**src/rtl/sram_arbiter.sv**
```systemverilog
// rtl/sram_arbiter.sv - table SRAM arbiter for loader, lookup and host, with load bring-up sequencing
module sram_arbiter #(
    parameter int BOOT_DLY   = 1024,
    parameter int RD_LAT     = 2,
    parameter int FIFO_DEPTH = 4
) (
    input  logic        clk,
    input  logic        rst,
    input  logic        reload,
    output logic        ld_start,
    input  logic        ld_busy,
    input  logic        ld_wen,
    input  logic [15:0] ld_addr,
    input  logic [15:0] ld_wdata,
    input  logic        lk_req,
    input  logic [15:0] lk_addr,
    output logic        lk_gnt,
    output logic [15:0] lk_rdata,
    output logic        lk_valid,
    input  logic        hs_req,
    input  logic        hs_we,
    input  logic [15:0] hs_addr,
    input  logic [15:0] hs_wdata,
    output logic        hs_gnt,
    output logic [15:0] hs_rdata,
    output logic        hs_valid,
    output logic [15:0] sram_addr,
    output logic [15:0] sram_wdata,
    output logic        sram_wen,
    output logic        sram_ren,
    input  logic [15:0] sram_rdata,
    output logic        ready,
    output logic        ovf
);

    localparam int PW = (FIFO_DEPTH > 1) ? $clog2(FIFO_DEPTH) : 1;
    localparam int CW = ($clog2(BOOT_DLY + 1) > 5) ? $clog2(BOOT_DLY + 1) : 5;

    typedef enum logic [1:0] {BOOT, WAIT_BUSY, LOADING, RUN} state_t;

    state_t        state;
    logic [CW-1:0] cnt;

    logic [31:0]   fifo_mem [FIFO_DEPTH];
    logic [PW-1:0] wr_ptr;
    logic [PW-1:0] rd_ptr;
    logic [PW:0]   count;
    logic          empty;
    logic          full;
    logic          pop;
    logic          push_ok;
    logic [31:0]   head;

    // Drain stall hook; tied off so the loader buffer always drains at top priority.
    logic          fifo_hold;
    assign fifo_hold = 1'b0;

    logic              iss_host;
    logic [RD_LAT-1:0] pipe_v;
    logic [RD_LAT-1:0] pipe_host;

    assign empty   = (count == '0);
    assign full    = (count == (PW+1)'(FIFO_DEPTH));
    assign head    = fifo_mem[rd_ptr];
    assign pop     = rst && !empty && !fifo_hold;
    assign push_ok = ld_wen && (!full || pop);

    assign lk_gnt  = rst && ready && lk_req && !pop;
    assign hs_gnt  = rst && hs_req && !pop && !lk_gnt;

    always_ff @(posedge clk) begin
        if (push_ok) begin
            fifo_mem[wr_ptr] <= {ld_addr, ld_wdata};
        end
    end

    always_ff @(posedge clk) begin
        if (!rst) begin
            wr_ptr <= '0;
            rd_ptr <= '0;
            count  <= '0;
            ovf    <= 1'b0;
        end else begin
            if (push_ok) begin
                wr_ptr <= wr_ptr + 1'b1;
            end
            if (pop) begin
                rd_ptr <= rd_ptr + 1'b1;
            end
            count <= count + (PW+1)'(push_ok) - (PW+1)'(pop);
            if (ld_wen && full && !pop) begin
                ovf <= 1'b1;
            end
        end
    end

    always_ff @(posedge clk) begin
        if (!rst) begin
            state    <= BOOT;
            cnt      <= '0;
            ld_start <= 1'b0;
            ready    <= 1'b0;
        end else begin
            ld_start <= 1'b0;
            case (state)
                BOOT: begin
                    if (cnt == CW'(BOOT_DLY - 1)) begin
                        ld_start <= 1'b1;
                        state    <= WAIT_BUSY;
                        cnt      <= '0;
                    end else begin
                        cnt <= cnt + 1'b1;
                    end
                end
                WAIT_BUSY: begin
                    if (ld_busy) begin
                        state <= LOADING;
                        cnt   <= '0;
                    end else if (cnt == CW'(15)) begin
                        state <= BOOT;
                        cnt   <= '0;
                    end else begin
                        cnt <= cnt + 1'b1;
                    end
                end
                LOADING: begin
                    if (!ld_busy && empty) begin
                        state <= RUN;
                        ready <= 1'b1;
                    end
                end
                RUN: begin
                    if (reload) begin
                        state <= BOOT;
                        ready <= 1'b0;
                        cnt   <= '0;
                    end
                end
                default: state <= BOOT;
            endcase
        end
    end

    always_ff @(posedge clk) begin
        if (!rst) begin
            sram_wen   <= 1'b0;
            sram_ren   <= 1'b0;
            sram_addr  <= '0;
            sram_wdata <= '0;
            iss_host   <= 1'b0;
        end else begin
            sram_wen <= pop || (hs_gnt && hs_we);
            sram_ren <= lk_gnt || (hs_gnt && !hs_we);
            iss_host <= hs_gnt;
            if (pop) begin
                sram_addr  <= head[31:16];
                sram_wdata <= head[15:0];
            end else if (lk_gnt) begin
                sram_addr <= lk_addr;
            end else if (hs_gnt) begin
                sram_addr <= hs_addr;
                if (hs_we) begin
                    sram_wdata <= hs_wdata;
                end
            end
        end
    end

    // Tracks each issued read from its sram_ren cycle to the cycle its data is on sram_rdata.
    always_ff @(posedge clk) begin
        if (!rst) begin
            pipe_v    <= '0;
            pipe_host <= '0;
        end else begin
            pipe_v[0]    <= sram_ren;
            pipe_host[0] <= iss_host;
            for (int i = 1; i < RD_LAT; i++) begin
                pipe_v[i]    <= pipe_v[i-1];
                pipe_host[i] <= pipe_host[i-1];
            end
        end
    end

    assign lk_valid = pipe_v[RD_LAT-1] && !pipe_host[RD_LAT-1];
    assign hs_valid = pipe_v[RD_LAT-1] && pipe_host[RD_LAT-1];
    assign lk_rdata = lk_valid ? sram_rdata : '0;
    assign hs_rdata = hs_valid ? sram_rdata : '0;

endmodule
```
**config.mk**
```make
export PLATFORM = sky130hd
export DESIGN_NAME = sram_arbiter
export DESIGN_NICKNAME = d
export VERILOG_FILES = /design/src/rtl/sram_arbiter.sv
export SDC_FILE = /design/constraint.sdc
export NUM_CORES = 1
export LEC_CHECK = 0
export BUFFER_PORTS_ARGS = -buffer_cell sky130_fd_sc_hd__buf_4
export CORE_ASPECT_RATIO = 1.4
export CORE_MARGIN = 2
export CORE_UTILIZATION = 43
export CTS_CLUSTER_SIZE = 20
export DETAILED_ROUTE_END_ITERATION = 16
export GPL_TIMING_DRIVEN = 0
export PLACE_DENSITY = 0.66
export SLEW_MARGIN = 20
export SYNTH_ARGS = -nofsm -noshare
export SYNTH_HDL_FRONTEND = slang
export SYNTH_SLANG_ARGS = --single-unit
```
**constraint.sdc**
```tcl
create_clock -name clk -period 3.2 [get_ports clk]
set_clock_uncertainty 0.1 [all_clocks]
set_input_delay 0 -clock clk [delete_from_list [all_inputs] [get_ports clk]]
set_output_delay 0 -clock clk [all_outputs]
set_load 0.02 [all_outputs]
```
* Word-level counts from Yosys, hierarchy flattened
Memory sizes are Yosys's and may differ from the RTL's. A register that Yosys moved wholly into a read port is not among the register bits.
Cells that the tools add are included.
** Storage, ports and cells
- Bits in registers :: 62
- RAM bits :: 128
- Bits of input ports :: 104
- Logic and storage cells :: 97
- Memories :: 1
** Memory list
- fifo_mem :: words 4, bits a word 32, rd ports 1, clocked after Yosys merged registers in 1, wr ports 1, RTL line 44 : logic [31:0] fifo_mem [FIFO_DEPTH];
** Cells by class
- Add/subtract/negate cells :: 5
- Equality and inequality tests :: 11
- Multiplexer cells :: 28
- Reduce and logical (&&, ||, !) cells :: 37
** Operators by type and width (count)
- $mux 16 :: 9
- $mux 11 :: 4
- $pmux 11 s3 :: 1
- $logic_and 1x1->1 :: 15
- $mux 2 :: 7
- $add 11x1->11 const B :: 1
- $eq 11x10->1 const B :: 1
- $eq 11x4->1 const B :: 1
- $pmux 2 s4 :: 1
- $logic_not 1->1 :: 7
- $ne 2x2->1 const B :: 3
- $reduce_and 3->1 :: 2
- $reduce_bool 2->1 :: 3
- $reduce_bool 3->1 :: 2
- $mux 1 :: 5
- $add 2x1->2 const B :: 2
- $eq 2x2->1 const B :: 2
- $reduce_and 2->1 :: 2
- $reduce_and 4->1 :: 1
- $add 3x1->3 :: 1
- $eq 3x3->1 const B :: 1
- $logic_not 3->1 :: 1
- $logic_or 1x1->1 :: 3
- $ne 3x3->1 const B :: 1
- other kinds (5) :: 5

* Logic depth before layout (Yosys ltp)
Gate-level depths: netlist (run 1).
- Word-level depth :: 10
- Depth in mapped cells :: 11
- Gate-level depth less buffers :: 10

* Worst setup path before layout (run 1)
Ideal clock, no wire load.
- Kind :: flip-flop to flip-flop
- Start point :: reg count[1]
- End point :: reg count[2]
- Setup time :: 132 ps
- Arrival :: 2313 ps
- Setup slack :: 655 ps
- Stages on the path, launching flop included :: 11
- Clock period less this slack :: 2545 ps
- Cells stage by stage :: dfxtp_1 nor3_2 clkbuf_1 nor2_1 ha_1 inv_1 ha_1 fa_1 xnor2_1 xnor2_1 nor2_1
** On the way
- Word-level cells in the longest chain between the ends :: 7
- Elaborated cells on any way between the ends :: 9
- Classes of those cells :: add/sub (2); eq/ne (1); reduce/logical (6)
** Ends and longest elaborated chain
- from (decl) :: RTL line 47 : logic [PW:0] count;
- from (signal assigned) :: RTL line 90 : count <= count + (PW+1)'(push_ok) - (PW+1)'(pop);
- $logic_not 3->1 (*) :: RTL line 62 : assign empty = (count == '0);
- $logic_not 1->1 (*) :: RTL line 65 : assign pop = rst && !empty && !fifo_hold;
- $logic_and 1x1->1 (*) :: RTL line 65
- via pop :: RTL line 50 : logic pop;
- $logic_or 1x1->1 :: RTL line 66 : assign push_ok = ld_wen && (!full || pop);
- $logic_and 1x1->1 :: RTL line 66
- $add 3x1->3 :: RTL line 90
- $sub 3x1->3 (*) :: RTL line 90
The timed path passes the listed nets; every way through them passes the cells marked *.
A chain may end at the register's enable or synchronous reset.

* Final worst setup path (run 1)
- Start point :: reg count[1]
- End point :: reg sram_addr[5]
** On the way
- Word-level cells in the longest chain between the ends :: 8
- Elaborated cells on any way between the ends :: 11
- Classes of those cells :: mux (2); reduce/logical (9)
** Ends and longest elaborated chain
- $logic_not 3->1 (*) :: RTL line 62
- $logic_not 1->1 (*) :: RTL line 65
- $logic_and 1x1->1 (*) :: RTL line 65
- $logic_not 1->1 :: RTL line 68, 69
- $logic_and 1x1->1 :: RTL line 68 : assign lk_gnt = rst && ready && lk_req && !pop;
- $logic_not 1->1 :: RTL line 69 : assign hs_gnt = rst && hs_req && !pop && !lk_gnt;
- $logic_and 1x1->1 :: RTL line 69
- $reduce_bool 3->1 (no source line)
- to (signal assigned) :: RTL line 156 : sram_addr <= head[31:16];
- to (signal assigned) :: RTL line 159 : sram_addr <= lk_addr;
- to (signal assigned) :: RTL line 161 : sram_addr <= hs_addr;
- to (decl) :: RTL line 27 : output logic [15:0] sram_addr,
Mark *: on every way between the ends. The rest lies on a longest branch, timed or not.

==> impl_metrics.env, run 1 <==
export IMPL_outcome="completed"
export IMPL_synth_seq_cells=192
export IMPL_dp_hpwl_um=12800
export IMPL_drc_errors=0
export IMPL_core_area_sq_um=17900
export IMPL_syn_to_final_growth_pct=41.9
export IMPL_wl_per_cell_um=18.1
export IMPL_holdCritPathClass="input port to flip-flop"
export IMPL_setup_viol=0
export IMPL_die_h_um=163
export IMPL_period_needed_ps=2930
export IMPL_hold_viol_final=0
export IMPL_clock_sinks=192
export IMPL_die_w_um=118
export IMPL_cp_max_fo=8
export IMPL_gp_congestion=0.843
export IMPL_r2r_end="sram_addr[5]"
export IMPL_crit_path_start_kind="flip-flop"
export IMPL_final_common_cell="buf_4"
export IMPL_die_area_sq_um=19200
export IMPL_ys_seq_area_share_pct=65.8
export IMPL_synth_adder_area_share_pct=1.38
export IMPL_critPathKind="flip-flop to flip-flop"
export IMPL_synth_compound_area_share_pct=7.69
export IMPL_numPlacedInstances=941
export IMPL_worstPathArrival_ps=3150
export IMPL_n_fill_cell=1382
export IMPL_leakagePower_uw=0.00428
export IMPL_clock_path_buffers=2
export IMPL_synth_top_family_by_area="multiplexers"
export IMPL_antenna_left=0
export IMPL_drv_cap=0
export IMPL_holdCritStartpoint="ld_addr[12]"
export IMPL_rows=58
export IMPL_start_util_pct=43.6
export IMPL_cts_max_level=4
export IMPL_most_common_layout_cells="176 x buf_4, 128 x edfxtp_1, 95 x dlygate4sd3_1"
export IMPL_power_switching_uw=2540
export IMPL_clkTransAtPathRegs_ps=70
export IMPL_postCtsSetupBuffers=0
export IMPL_layout_drive_gt1_share_pct=33.4
export IMPL_power_uw=7930
export IMPL_fmax_mhz=341
export IMPL_viasPerCell=5.19
export IMPL_root_buffer="clkbuf_16"
export IMPL_rsz0062_at_grt="false"
export IMPL_crit_start="count[1]"
export IMPL_r2r_start="count[1]"
export IMPL_drtIter0Drc=256
export IMPL_maxSlewViolCount=0
export IMPL_io_pins=177
export IMPL_regArea_sq_um=5120
export IMPL_syn_inst=522
export IMPL_combPwrFrac_pct=33.0
export IMPL_multi_input_area_sq_um=2460
export IMPL_utilization_pct=61.9
export IMPL_routed_wl_um=19400
export IMPL_yosys_cell_types_count=46
export IMPL_grt_overflow=0
export IMPL_fin_crit_sh_pct=91.7
export IMPL_grt_pass1_wl_um=30000
export IMPL_reg2reg_depth=7
export IMPL_antenna_found_initial=1
export IMPL_synthesis_area_sq_um=7790
export IMPL_numCtsBuffers=17
export IMPL_grt_max_degree=27
export IMPL_syn_avg_cell_area_sq_um=14.9
export IMPL_internal_power_uw=5390
export IMPL_p_sw_share_pct=32.1
export IMPL_io_buffers=175
export IMPL_nets=927
export IMPL_firstDrtPassIters=6
export IMPL_muxShareOfSynthArea_pct=11.4
export IMPL_cp_endpoint="sram_addr[5]"
export IMPL_grt_pass1_vias=5866
export IMPL_grtUsageTotal_pct=20.2
export IMPL_tightest_slew_ps=778
export IMPL_power_share_clock_pct=27.1
export IMPL_yosys_area_share_simple_pct=9.53
export IMPL_synth_fp_nets=634
export IMPL_synth_xor_area_share_pct=1.35
export IMPL_cp_end_kind="flip-flop"
export IMPL_rrSetupSlack_ps=270
export IMPL_powerDensity_nw_per_um2=718
export IMPL_clock_latency_ps=430
export IMPL_seqPwrFrac_pct=39.9
export IMPL_required_ps=3420
export IMPL_dr_total_vias=5539
export IMPL_layout_cells_non_filler=1068
export IMPL_relSlewSlack_pct=47.8
export IMPL_finalSetupTns_ps=0
export IMPL_cts_tree="yes"
export IMPL_ir_drop_uv=358
export IMPL_yosys_warnings=0
==> what timing repair did <==
action / in CTS / in global routing
setup endpoints to repair: 0 / 1
hold endpoints to repair: 181 / 0
resized for setup: 0 / 1
hold buffers: 95 / 0
==> registers in the layout (all words and copies together), names as in the netlist, 2 cells and up, named ones only <==
register,cells
pipe_v,2
fifo_mem,128
pipe_host,2
wr_ptr,2
rd_ptr,2
cnt,11
sram_wdata,16
sram_addr,16
count,3
==> cell usage after synthesis, drive strengths merged <==
cell,instances,share of area [%]
dfxtp,64,16
a31o,1,0.22
a211oi,1,0.096
and4,1,0.11
xor2,8,0.90
or3,3,0.24
mux2i,17,2.2
o22ai,16,2.1
clkbuf,17,0.82
nand4,5,0.40
and2,32,2.6
clkinv,1,0.048
mux4,32,9.3
a41oi,1,0.11
or3b,1,0.11
or2,1,0.080
nor2b,2,0.16
edfxtp,128,49
and4b,1,0.13
or4b,1,0.13
inv,9,0.43
nand3,5,0.32
fa,1,0.26
nor4,2,0.16
xnor2,4,0.45
nor3b,3,0.43
buf,14,1.5
and3,17,1.4
a21oi,6,0.39
nand2,41,2.0
nor3,1,0.13
nand2b,1,0.080
a22oi,16,1.5
nor2,19,1.1
a21bo,1,0.13
o31ai,1,0.16
ha,7,1.1
o21ai,21,1.3
a31oi,20,1.6
==> through the flow <==
step	hold slack, ps	setup slack [ps]	area (sq um)
6_report	208	267	11100
4_1_cts	194	95.9	11000
2_1_floorplan	-1.13	655	7790
3_3_place_gp	99.2	185	9400
3_5_place_dp	102	114	9500
5_1_grt	199	106	11100
==> final cells by class <==
class | instances | area share, %
sequential | 192 | 46.4
antenna | 1 | 0.0226
inverter | 10 | 0.340
clock buffer | 17 | 3.85
buffer | 31 | 1.64
tap | 240 | 2.72
timing repair buffer | 274 | 21.3
multi-input combinational | 289 | 22.2
clock inverter | 14 | 1.52
==> cells by family after synthesis <==
| kind of cell | Yosys count |
|---|---|
| adder cells (fa/ha/maj) | 8 |
| AO/OA/AOI/OAI | 84 |
| flip-flops | 192 |
| buffers and inverters | 41 |
| AND/OR/NAND/NOR | 136 |
| multiplexers | 49 |
| XOR/XNOR | 12 |
==> routing by layer <==
layer / global-route usage (%) / part of all wire (%)
met4: 9.09 / 2.5
met1: 21.6 / 38
met3: 3.77 / 4.6
met5: 0 / 0
met2: 38.6 / 55
==> power by group through the flow <==
stage	Clock (uW)	Combinational, uW	Sequential, uW
final	2150	2620	3160
after global placement	0	2430	3200
after floorplan	0	1400	3400
after global routing	2270	2830	3200
after detailed placement	0	2490	3210
after CTS	2190	2640	3160
==> worst max-delay path, stage by stage (launching register included) <==
cell	delay, ps
dfxtp_1	380
or4b_1	560
buf_6	160
nor2_8	220
mux2i_1	200
dlygate4sd3_1	570
o22ai_1	70
dlygate4sd3_1	550
==> worst min-delay path by stage <==
stage	to	slack, ps	depth (start not counted)
3_3_place_gp	fifo_mem[2][12]	100	1
3_5_place_dp	fifo_mem[0][18]	100	1
2_1_floorplan	fifo_mem[0][0]	-1	0
5_1_grt	fifo_mem[0][7]	200	2
6_report	fifo_mem[2][28]	210	2
4_1_cts	fifo_mem[0][7]	190	2
Power figures use the tool's default switching activity.
==> inputs of run 2 (changes only) <==
- CORE_UTILIZATION: 43 -> 54
- PLACE_DENSITY: 0.66 -> 0.8
==> impl_metrics.env, run 2 (same netlist as run 1, synthesis figures left out) <==
export IMPL_layout_drive_gt1_share_pct=33.6
export IMPL_holdCritPathClass="input port to flip-flop"
export IMPL_ir_drop_uv=522
export IMPL_finalSetupTns_ps=0
export IMPL_nets=926
export IMPL_largestRegisters="fifo_mem (128), sram_addr (16), sram_wdata (16)"
export IMPL_cpMaxStageDelayCell="dlygate4sd3_1"
export IMPL_maxSlewViolCount=0
export IMPL_core_area_sq_um=14000
export IMPL_gp_congestion=0.849
export IMPL_die_area_sq_um=15400
export IMPL_period_needed_ps=2990
export IMPL_root_buffer="clkbuf_16"
export IMPL_grt_overflow=0
export IMPL_grt_pass1_vias=5984
export IMPL_die_w_um=106
export IMPL_rows=51
export IMPL_viasPerCell=5.62
export IMPL_drtIter0Drc=346
export IMPL_numCtsBuffers=17
export IMPL_outcome="completed"
export IMPL_final_cell_area_sq_um=11000
export IMPL_leakagePower_uw=0.00429
export IMPL_dp_worst_setup_slack_ps=-47.8
export IMPL_cp_max_fo=8
export IMPL_setup_viol=0
export IMPL_start_util_pct=55.5
export IMPL_critPathKind="flip-flop to flip-flop"
export IMPL_fmax_mhz=335
export IMPL_powerDensity_nw_per_um2=728
export IMPL_power_uw=8030
export IMPL_fin_ws_ps=211
export IMPL_antenna_found_initial=0
export IMPL_die_h_um=146
export IMPL_clock_latency_ps=420
export IMPL_crit_chain="or4b_1 > buf_6 > nor2_8 > mux2i_1 > dlygate4sd3_1 > o22ai_1 > dlygate4sd3_1"
export IMPL_firstDrtPassIters=5
export IMPL_worstPathArrival_ps=3200
export IMPL_cts_tree="yes"
export IMPL_routed_wl_um=19700
export IMPL_dp_hpwl_um=12300
export IMPL_grtUsageTotal_pct=26.1
export IMPL_critPathMaxStageDelay_ps=590
export IMPL_grt_pass1_wl_um=30800
export IMPL_diodes=0
export IMPL_largest_register="fifo_mem"
export IMPL_io_buffers=175
export IMPL_io_pins=177
export IMPL_hold_viol_final=0
export IMPL_drv_cap=0
export IMPL_crit_path_start_kind="flip-flop"
export IMPL_grt_max_degree=20
export IMPL_cts_max_level=4
export IMPL_final_common_cell="buf_4"
export IMPL_clock_path_buffers=2
export IMPL_fin_crit_sh_pct=93.4
export IMPL_clkTransAtPathRegs_ps=80
export IMPL_relSlewSlack_pct=50.7
export IMPL_numPlacedInstances=886
export IMPL_layout_cells_non_filler=1012
export IMPL_antenna_left=0
export IMPL_cp_end_kind="flip-flop"
export IMPL_syn_to_final_growth_pct=41.5
export IMPL_most_common_layout_cells="177 x buf_4, 128 x edfxtp_1, 93 x dlygate4sd3_1"
export IMPL_tightest_slew_ps=740
export IMPL_dr_total_vias=5683
export IMPL_cp_common_cell="dlygate4sd3_1"
export IMPL_post_dp_cell_area_sq_um=9450
export IMPL_largest_reg_flops=128
export IMPL_clock_sinks=192
export IMPL_rsz0062_at_grt="false"
export IMPL_required_ps=3410
export IMPL_drc_errors=0
export IMPL_wl_per_cell_um=19.5
## run 2: report_power, final
part	internal, uW	leakage (uW)	total, uW	switching [uW]
registers	2990	0.00170	3180	192
logic	1240	0.00229	2660	1420
clock network	1200	0.000301	2190	991
total	5420	0.00429	8030	2600
## run 2: final timing paths
path	end	slack (ps)	start	cells past startpoint
worst max register to register	sram_addr[5]	210	count[1]	7
worst min-delay path	sram_ren	40	lk_req	3
worst max-delay path	sram_addr[5]	210	count[1]	7
worst min register to register	pipe_host[0]	340	iss_host	1
## run 2: what timing repair did
action,CTS,global route
setup buffers,0,1
endpoints found under the hold margin,181,0
gates resized for setup,1,0
pin swaps,0,1
endpoints found under the setup margin,1,1
hold buffers,93,0
## run 2: critical path, delay by kind of cell (launching register included)
family                 cells  cell delay, ps
AOI/OAI and AO/OA          1              90
DFF                        1             390
and+or+nand+nor            2             770
muxes                      1             200
buffers and inverters      3            1330
## run 2: routing by layer
metal | wire length, um | part of all wire, % | up-vias | track usage, %
met1 | 7190 | 37 | 2787 | 30.4
met5 | 0 | 0 | - | 0
met2 | 10700 | 55 | 258 | 46.6
li1 | - | - | 2579 | -
met4 | 684 | 3.5 | 0 | 11.7
met3 | 1070 | 5.5 | 59 | 4.60
## run 2: cell type report
type | count | area, sq um
Sequential cell | 192 | 5120
Fill cell | 792 | 3020
Multi-Input combinational cell | 289 | 2460
Timing Repair Buffer | 273 | 2360
Clock buffer | 17 | 425
Tap cell | 185 | 231
Clock inverter | 15 | 200
Buffer | 31 | 181
Inverter | 10 | 37.5
## run 2: metrics by stage
stage	utilization [%]	hold WS, ps
final	78.5	38.0
after global placement	66.5	97.4
after CTS	78.4	19.1
after floorplan	-	-1.13
after global routing	78.5	58.4
after detailed placement	67.3	103
==> inputs of run 3 (changes only) <==
- ABC_AREA: default -> 1
- CORE_UTILIZATION: 54 -> 55
==> impl_metrics.env, run 3 <==
export IMPL_reg2reg_depth=9
export IMPL_dp_hpwl_um=14300
export IMPL_syn_avg_cell_area_sq_um=9.59
export IMPL_powerDensity_nw_per_um2=720
export IMPL_ys_top_cells_by_count="213 x nand2_1, 128 x edfxtp_1, 104 x inv_1"
export IMPL_clkTransAtPathRegs_ps=80
export IMPL_io_pins=177
export IMPL_core_area_sq_um=15000
export IMPL_rrSetupSlack_ps=560
export IMPL_regArea_sq_um=5120
export IMPL_die_w_um=108
export IMPL_multi_input_area_sq_um=2650
export IMPL_period_needed_ps=2640
export IMPL_gp_congestion=0.815
export IMPL_grt_pass1_vias=7093
export IMPL_synthFlopType="edfxtp_1"
export IMPL_grtUsageTotal_pct=28.2
export IMPL_crit_start="count[1]"
export IMPL_ir_drop_uv=473
export IMPL_antenna_found_initial=0
export IMPL_leakagePower_uw=0.00510
export IMPL_clock_latency_ps=430
export IMPL_cts_tree="yes"
export IMPL_largest_register="fifo_mem"
export IMPL_synth_top_area_share_pct=45.8
export IMPL_most_common_layout_cells="213 x nand2_1, 178 x buf_4, 128 x edfxtp_1"
export IMPL_n_fill_cell=1000
export IMPL_setup_viol=0
export IMPL_layout_drive_gt1_share_pct=22.2
export IMPL_crit_path_start_kind="flip-flop"
export IMPL_largest_reg_flops=128
export IMPL_clock_sinks=192
export IMPL_yosys_warnings=0
export IMPL_synth_seq_cells=192
export IMPL_grt_overflow=0
export IMPL_clock_path_buffers=2
export IMPL_grt_pass1_wl_um=34900
export IMPL_diodes=0
export IMPL_wl_per_cell_um=16.5
export IMPL_fmax_mhz=379
export IMPL_r2r_end="count[2]"
export IMPL_firstDrtPassIters=5
export IMPL_critPathKind="flip-flop to flip-flop"
export IMPL_synthesis_area_sq_um=8390
export IMPL_r2r_start="count[1]"
export IMPL_final_common_cell="nand2_1"
export IMPL_cp_end_kind="flip-flop"
export IMPL_numCtsBuffers=17
export IMPL_fin_crit_sh_pct=82.4
export IMPL_hold_slack_ps=186
export IMPL_dp_worst_setup_slack_ps=810
export IMPL_die_h_um=150
export IMPL_viasPerCell=5.33
export IMPL_antenna_left=0
export IMPL_synth_edf_count=128
export IMPL_start_util_pct=56.0
export IMPL_cts_max_level=4
export IMPL_holdCritStartpoint="lk_req"
export IMPL_fin_ws_ps=564
export IMPL_relSlewSlack_pct=56.8
export IMPL_hold_viol_final=0
export IMPL_syn_inst=875
export IMPL_nets=1275
export IMPL_synth_fp_nets=987
export IMPL_outcome="completed"
export IMPL_tightest_slew_ps=646
export IMPL_die_area_sq_um=16300
export IMPL_cp_max_fo=7
export IMPL_drv_cap=0
export IMPL_root_buffer="clkbuf_16"
export IMPL_rows=53
export IMPL_ys_seq_area_share_pct=61.1
export IMPL_rsz0062_at_grt="false"
export IMPL_async_reset_ff_share_pct=0
export IMPL_io_buffers=175
export IMPL_drtIter0Drc=567
export IMPL_synth_top_cell_by_area="edfxtp_1"
export IMPL_yosys_cell_types_count=37
export IMPL_syn_to_final_growth_pct=37.6
export IMPL_cp_endpoint="count[2]"
export IMPL_routed_wl_um=22600
export IMPL_largestRegisters="fifo_mem (128), sram_addr (16), sram_wdata (16)"
export IMPL_grt_max_degree=22
export IMPL_drc_errors=0
export IMPL_yosysMostFrequentCell="nand2_1"
export IMPL_power_uw=8310
export IMPL_synthTopCellsByArea="edfxtp_1 46%, dfxtp_1 15%, nand2_1 9.5%, inv_1 4.7%, o211ai_1 4.3%"
export IMPL_final_cell_area_sq_um=11500
export IMPL_maxSlewViolCount=0
export IMPL_holdCritPathClass="input port to flip-flop"
export IMPL_post_dp_cell_area_sq_um=10100
export IMPL_required_ps=3450
export IMPL_dr_total_vias=7285
export IMPL_worstPathArrival_ps=2890
run 3: changes by cell type after synthesis, sizes merged, moves of 18 or more:
| cell | before | now |
|---|---|---|
| mux4 | 32 | 0 |
| nand2 | 41 | 217 |
| nor2 | 19 | 98 |
| nand3 | 5 | 61 |
| and2 | 32 | 0 |
| inv | 9 | 111 |
| a31oi | 20 | 2 |
| o211ai | 0 | 48 |
| a21oi | 6 | 54 |
run 3: repair_timing:
action | CTS | global route
hold endpoints to repair | 176 | 0
setup buffers | 0 | 0
hold buffers | 90 | 0
resized for setup | 0 | 0
run 3: area by class of cell:
class | count | share of cell area [%]
Sequential cell | 192 | 44.4
Inverter | 111 | 3.63
Multi-Input combinational cell | 528 | 22.9
Tap cell | 192 | 2.08
Buffer | 44 | 2.00
Clock inverter | 14 | 1.01
Timing Repair Buffer | 269 | 20.1
Clock buffer | 18 | 3.81
run 3: worst min path at each step:
stage / endpoint / slack, ps / cells past startpoint
after floorplan: fifo_mem[0][0] / -1 / 0
after global placement: fifo_mem[0][3] / 100 / 1
after detailed placement: fifo_mem[2][24] / 100 / 1
after CTS: iss_host / 180 / 4
after global routing: iss_host / 200 / 4
final: iss_host / 190 / 4
run 3: per-layer routing:
metal | up-vias | routed length (um) | global-route usage [%] | share of wire [%]
met1 | 3345 | 8100 | 31.5 | 36
met2 | 399 | 11700 | 51.9 | 52
li1 | 3468 | - | - | -
met4 | 0 | 850 | 12.3 | 3.8
met3 | 73 | 1910 | 5.41 | 8.5
met5 | - | 0 | 0 | 0
run 3: power by group:
part	total (uW)	switching [uW]	internal [uW]	leakage, uW
sequential	3170	161	3010	0.00170
clock	2010	966	1040	0.000273
combinational	3130	1990	1140	0.00312
total	8310	3110	5190	0.00510
run 3: logic make-up after synthesis:
family | Yosys count | synth area share (%)
buffers and inverters | 155 | 7.74
multiplexers | 1 | 0.119
AO/OA/AOI/OAI | 115 | 8.68
adder cells (fa/ha/maj) | 8 | 1.28
flip-flops | 192 | 61.1
XOR/XNOR | 4 | 0.418
AND/OR/NAND/NOR | 400 | 20.7
run 3: per-stage QoR:
step | TNS [ps] | instances | util [%]
detailed placement | 0 | 1246 | 67.3
finish | 0 | 1368 | 77.0
CTS | 0 | 1368 | 77.0
global placement | -67220 | 1242 | 66.3
floorplan | 0 | 875 | -
global route | 0 | 1368 | 77.0
run 3: worst max-delay path, cell delays in order, from the launching register on:
cell and delay (ps):
dfxtp_1 440, nor2_4 80, a31oi_1 300, inv_1 320
ha_1 370, inv_1 50, ha_1 190, fa_1 380
and3_1 200, nor3_1 120
